$ cat src/rtl/washer_pkg.sv
// Shared types and constants for the washing-machine plant model.
package washer_pkg;

  // Door interlock states.
  typedef enum logic [1:0] {
    DOOR_CLOSED = 2'd0,
    DOOR_LOCKED = 2'd1,
    DOOR_OPEN   = 2'd2
  } door_state_e;

  // Bit positions inside the sticky err vector.
  localparam int unsigned ERR_FILL_DRAIN = 0;
  localparam int unsigned ERR_WASH_SPIN  = 1;
  localparam int unsigned ERR_OVERFILL   = 2;
  localparam int unsigned ERR_DRY_WASH   = 3;

endpackage

$ cat src/rtl/washer_tank_level.sv
// Tank model: fill/drain prescalers feeding a level register that saturates at 0 and LEVEL_MAX.
module washer_tank_level #(
  parameter int unsigned LEVEL_MAX   = 8,
  parameter int unsigned FILL_TICKS  = 2,
  parameter int unsigned DRAIN_TICKS = 1
) (
  input  logic                             clk,
  input  logic                             rstn,
  input  logic                             fill_i,
  input  logic                             drain_i,
  output logic [$clog2(LEVEL_MAX+1)-1:0]   level_o,
  output logic                             full_o,
  output logic                             empty_o
);

  localparam int unsigned LW = $clog2(LEVEL_MAX + 1);
  // One extra bit keeps the width non-zero when a tick count is 1.
  localparam int unsigned FW = $clog2(FILL_TICKS + 1);
  localparam int unsigned DW = $clog2(DRAIN_TICKS + 1);

  localparam logic [LW-1:0] LevelMax  = LW'(LEVEL_MAX);
  localparam logic [FW-1:0] FillLast  = FW'(FILL_TICKS - 1);
  localparam logic [DW-1:0] DrainLast = DW'(DRAIN_TICKS - 1);

  logic [LW-1:0] level_q, level_d;
  logic [FW-1:0] fill_pre_q, fill_pre_d;
  logic [DW-1:0] drain_pre_q, drain_pre_d;

  // Next-state: prescalers clear whenever their condition drops; conflicting commands hold level.
  always_comb begin
    level_d     = level_q;
    fill_pre_d  = '0;
    drain_pre_d = '0;
    if (fill_i && !drain_i) begin
      if (fill_pre_q == FillLast) begin
        if (level_q != LevelMax) begin
          level_d = level_q + 1'b1;
        end
      end else begin
        fill_pre_d = fill_pre_q + 1'b1;
      end
    end else if (drain_i && !fill_i) begin
      if (drain_pre_q == DrainLast) begin
        if (level_q != '0) begin
          level_d = level_q - 1'b1;
        end
      end else begin
        drain_pre_d = drain_pre_q + 1'b1;
      end
    end
  end

  // State registers.
  always_ff @(posedge clk or negedge rstn) begin
    if (!rstn) begin
      level_q     <= '0;
      fill_pre_q  <= '0;
      drain_pre_q <= '0;
    end else begin
      level_q     <= level_d;
      fill_pre_q  <= fill_pre_d;
      drain_pre_q <= drain_pre_d;
    end
  end

  assign level_o = level_q;
  assign full_o  = (level_q == LevelMax);
  assign empty_o = (level_q == '0);

endmodule

$ cat src/rtl/washer_plant.sv
// Behavioural washer plant: tank, drying model, door interlock and sticky misuse flags.
module washer_plant
  import washer_pkg::*;
#(
  parameter int unsigned LEVEL_MAX       = 8,
  parameter int unsigned FILL_TICKS      = 2,
  parameter int unsigned DRAIN_TICKS     = 1,
  parameter int unsigned DRY_SPIN_CYCLES = 8
) (
  input  logic                           clk,
  input  logic                           rstn,
  input  logic                           water_fill,
  input  logic                           motor_wash,
  input  logic                           motor_spin,
  input  logic                           drain,
  input  logic                           door_req,
  input  logic                           err_clr,
  output logic                           water_full,
  output logic                           drained,
  output logic                           dry_sensor,
  output logic                           door_open,
  output logic [$clog2(LEVEL_MAX+1)-1:0] level,
  output logic [3:0]                     err
);

  localparam int unsigned MW = $clog2(DRY_SPIN_CYCLES + 1);
  localparam logic [MW-1:0] DryInit = MW'(DRY_SPIN_CYCLES);

  logic tank_full, tank_empty;
  logic busy;

  logic [MW-1:0] moist_q, moist_d;
  logic [3:0]    err_q, err_d, err_set;
  door_state_e   door_q, door_d;

  washer_tank_level #(
    .LEVEL_MAX  (LEVEL_MAX),
    .FILL_TICKS (FILL_TICKS),
    .DRAIN_TICKS(DRAIN_TICKS)
  ) u_tank (
    .clk    (clk),
    .rstn   (rstn),
    .fill_i (water_fill),
    .drain_i(drain),
    .level_o(level),
    .full_o (tank_full),
    .empty_o(tank_empty)
  );

  assign busy = water_fill | motor_wash | motor_spin | drain | ~tank_empty;

  // Moisture: any water soaks the load; only spinning an empty tank dries it.
  always_comb begin
    moist_d = moist_q;
    if (!tank_empty) begin
      moist_d = DryInit;
    end else if (motor_spin && (moist_q != '0)) begin
      moist_d = moist_q - 1'b1;
    end
  end

  // Sticky error flags; a fresh set in the same cycle beats err_clr.
  always_comb begin
    err_set                 = '0;
    err_set[ERR_FILL_DRAIN] = water_fill & drain;
    err_set[ERR_WASH_SPIN]  = motor_wash & motor_spin;
    err_set[ERR_OVERFILL]   = water_fill & tank_full;
    err_set[ERR_DRY_WASH]   = motor_wash & tank_empty;
    err_d = err_clr ? err_set : (err_q | err_set);
  end

  // Door interlock next-state; locking has priority over opening.
  always_comb begin
    door_d = door_q;
    case (door_q)
      DOOR_CLOSED: begin
        if (busy) begin
          door_d = DOOR_LOCKED;
        end else if (door_req) begin
          door_d = DOOR_OPEN;
        end
      end
      DOOR_LOCKED: begin
        if (!busy) begin
          door_d = DOOR_CLOSED;
        end
      end
      DOOR_OPEN: begin
        if (!door_req) begin
          door_d = DOOR_CLOSED;
        end
      end
      default: door_d = DOOR_CLOSED;
    endcase
  end

  // State registers.
  always_ff @(posedge clk or negedge rstn) begin
    if (!rstn) begin
      moist_q <= '0;
      err_q   <= '0;
      door_q  <= DOOR_CLOSED;
    end else begin
      moist_q <= moist_d;
      err_q   <= err_d;
      door_q  <= door_d;
    end
  end

  assign water_full = tank_full;
  assign drained    = tank_empty;
  assign dry_sensor = (moist_q == '0);
  assign door_open  = (door_q == DOOR_OPEN);
  assign err        = err_q;

endmodule

$ cat config.mk
export PLATFORM = sky130hd
export DESIGN_NAME = washer_plant
export DESIGN_NICKNAME = d
export VERILOG_FILES = /design/src/rtl/washer_pkg.sv /design/src/rtl/washer_tank_level.sv /design/src/rtl/washer_plant.sv
export SDC_FILE = /design/constraint.sdc
export NUM_CORES = 1
export LEC_CHECK = 0
export ABC_AREA = 1
export BUFFER_PORTS_ARGS = -buffer_cell sky130_fd_sc_hd__buf_2
export CAP_MARGIN = 20
export CORE_MARGIN = 3
export CORE_UTILIZATION = 52
export CTS_BUF_LIST = sky130_fd_sc_hd__clkbuf_16
export DETAILED_ROUTE_END_ITERATION = 8
export PLACE_DENSITY = 0.76
export SYNTH_ARGS = -nofsm -noshare
export SYNTH_HDL_FRONTEND = slang
export SYNTH_HIERARCHICAL = 1
export SYNTH_SLANG_ARGS = --single-unit
export TNS_END_PERCENT = 30
$ cat constraint.sdc
create_clock -name clk -period 2 [get_ports clk]
set_clock_uncertainty 0.15 [all_clocks]
set_input_delay 0.4 -clock clk [delete_from_list [all_inputs] [get_ports clk]]
set_output_delay 0.4 -clock clk [all_outputs]
set_load 0.01 [all_outputs]
==> results.tsv <==
stage	metric	value	unit
timing	max_freq	544	MHz
timing	hold_violations	0	
critical_path	reg2reg_depth	6	
critical_path	path_class	register to output port	
route	drt-total-wl	1810	um
route	first_pass_iters	4	
timing	fin_crit	1.84	ns
timing	tightest_slew	0.365	ns
floorplanning	io_pins	20	
yosys	yosysUniqueCellTypes	21	
yosys	synthTopCellsByArea	dfrtp_1 44%, nand2_1 14%, inv_1 9.1%	
flow_run	drv_cap	0	
cells_and_area	area_delta_synth_final	23.9	%
yosys	syn-num-nets	132	
floorplanning	fp.dieW	47.9	um
floorplanning	std_cell_rows	14	
timing	fin_crit_sh	0.920	
critical_path	worst_r2r_endpoint	door_q[1]	
critical_path	arrival	1.29	ns
cells_and_area	final_common_cell	nand2_1	
critical_path	reg2reg_slack	0.40	ns
place	placed_area	1040	um^2
clock_tree	insertion_delay	0.24	ns
timing	setup_ws	0.160	ns
cells_and_area	final_nets	158	
cells_and_area	diodes	0	
clock_tree	cts_buffers	3	
timing	setup_viol_count_final	0	
power_and_ir_drop	ir_worst_vdd	0.801	mV
power_and_ir_drop	p_leak	0.646	nW
timing	rsz0062_at_grt	no	
cells_and_area	final_cell_mix	33 x nand2_1, 22 x inv_1, 19 x buf_2, 16 x dfrtp_1, 11 x nor2_1	
yosys	ys_seq_area_frac	0.440	
clock_tree	clk_pin_slew	0.05	ns
yosys	yosys.area.top_type	dfrtp_1	
clock_tree	cts.path.max_buffers	2	
grt	antenna_found_initial	0	
floorplanning	die_y	47.9	um
critical_path	worstSetupStartpointType	register	
yosys	yosysWarnings	6	
grt	grt_usage	0.188	
place	place_ws	0.0431	ns
place	post-place-cells	154	
cells_and_area	n_fill_cell	129	
floorplanning	dieArea	2290	um^2
yosys	yosys_register_bits	16	
hold_path	hold_path_class	input pin to register	
cells_and_area	instances_no_fill	159	
grt	grt_pass1_wl	2940	um
timing	maxSlewViolCount	0	
clock_tree	cts_tree	built	
critical_path	crit_start	u_tank/level_o[0]	
critical_path	r2r-start	u_tank/level_o[0]	
critical_path	critPathMaxFanout	7	
critical_path	required	1.45	ns
cells_and_area	final_area	1130	um^2
critical_path	path_cells	nor4_2, buf_2	
critical_path	cp-endpoint	drained	
place	io_buffers	19	
route	wl_per_cell	11.4	um
cells_and_area	drive_above_1_share	0.238	
clock_tree	cts_sinks	16	
power_and_ir_drop	cellPowerDensity	1340	nW/um^2
critical_path	slowest_stage	dfrtp_1	
yosys	syn_area_per_cell	7.72	um^2
floorplanning	coreArea	1580	um^2
timing	relSlewSlack	0.757	
critical_path	worstSetupEndpointType	output port	
grt	grt_remaining_overflow	0	
clock_tree	htree_levels	1	
floorplanning	start_util	0.578	
route	vias	794	
yosys	syn_inst	118	
clock_tree	cts_root_buffer	clkbuf_16	
clock_tree	post-cts-setup-buffers	0	
route	drt_iter0_drc	10	
place	gp_congestion	0.800	
route	drcViolationCount	0	
place	dp_hpwl	1420	um
route	avgViaCountPerCell	4.99	
timing	tns	0	ns
cells_and_area	utilization	0.716	
status	status	completed	
critical_path	slowest_delay	0.47	ns
grt	grt_pass1_vias	720	
route	ant_nets	0	
grt	grt_max_degree	17	
yosys	synth.top_cell.area_share	0.440	
yosys	post_synth_instance_area	911	um^2
[worst max-delay path, delay by kind of cell, from the launching register on]
family | cells | cell delay (ns)
and+or+nand+nor | 1 | 0.39
DFF | 1 | 0.47
buffers and inverters | 1 | 0.20
[layer usage]
| metal | GRT usage | wire length [um] | part of all wire |
|---|---|---|---|
| met3 | 0.0451 | 95 | 0.053 |
| met1 | 0.228 | 867 | 0.48 |
| met4 | 0.0645 | 12 | 0.0066 |
| met5 | 0 | 0 | 0 |
| met2 | 0.322 | 833 | 0.46 |
[synthesized netlist by cell type]
cell / count
a21oi_1: 1
nand3_1: 8
inv_1: 22
o21ai_1: 1
dfrtp_1: 16
nand2_1: 33
o22ai_1: 3
fa_1: 1
a21oi_2: 1
o21ai_2: 1
nor4_1: 1
ha_1: 5
inv_2: 2
nand3_2: 1
o21ai_0: 2
nand4_1: 1
nor2_1: 11
nor3_1: 1
nor2_2: 2
nand2_2: 3
xor2_1: 2
[kinds of logic after synthesis]
logic type | after synthesis | share of synthesized area
DFF | 16 | 0.440
adders and majority gates | 6 | 0.0907
and+or+nand+nor | 61 | 0.290
buffers and inverters | 24 | 0.0989
AOI/OAI and AO/OA | 9 | 0.0618
xor gates and xnor gates | 2 | 0.0192
[final cells by class]
type / count / area, um^2 / share of cell area
clock inverters: 1 / 3.75 / 0.00333
multi-input cells: 78 / 427 / 0.378
flip-flops and latches: 16 / 400 / 0.355
inverters: 24 / 90.1 / 0.0798
repair buffers: 21 / 113 / 0.0998
well taps: 16 / 20.0 / 0.0177
clock buffers: 3 / 75.1 / 0.0665
[how the worst min path moves through the flow]
stage | startpoint | to | slack, ns | cells past startpoint
global route | door_req | door_q[1] | 0.23 | 3
global placement | rstn | err[2] | 0.18 | 1
detailed placement | rstn | err[2] | 0.18 | 1
floorplan | rstn | door_q[0] | -0.05 | 0
finish | door_req | door_q[1] | 0.23 | 3
CTS | door_req | door_q[1] | 0.23 | 3
[sequential cells by signal, indices dropped and copies added (netlist names)]
signal and cells:
u_tank/fill_pre_q 2, err 4, u_tank/level_o 4, door_q 2
moist_q 4
[per-stage QoR]
step	power (mW)	hold slack [ns]
finish	1.52	0.228
floorplan	0.930	-0.0456
global route	1.66	0.234
CTS	1.53	0.228
detailed placement	1.14	0.185
global placement	1.11	0.176
[report_power, final]
part | total (mW) | internal [mW] | switching (mW) | leakage (nW)
Sequential | 0.509 | 0.406 | 0.102 | 0.201
Clock | 0.384 | 0.265 | 0.119 | 0.0385
Combinational | 0.625 | 0.252 | 0.374 | 0.407
[timing repair]
action	CTS	global route
resized for setup	0	0
hold endpoints to repair	16	0
hold buffers	1	0
No activity file was read; power rests on OpenSTA's default activity.
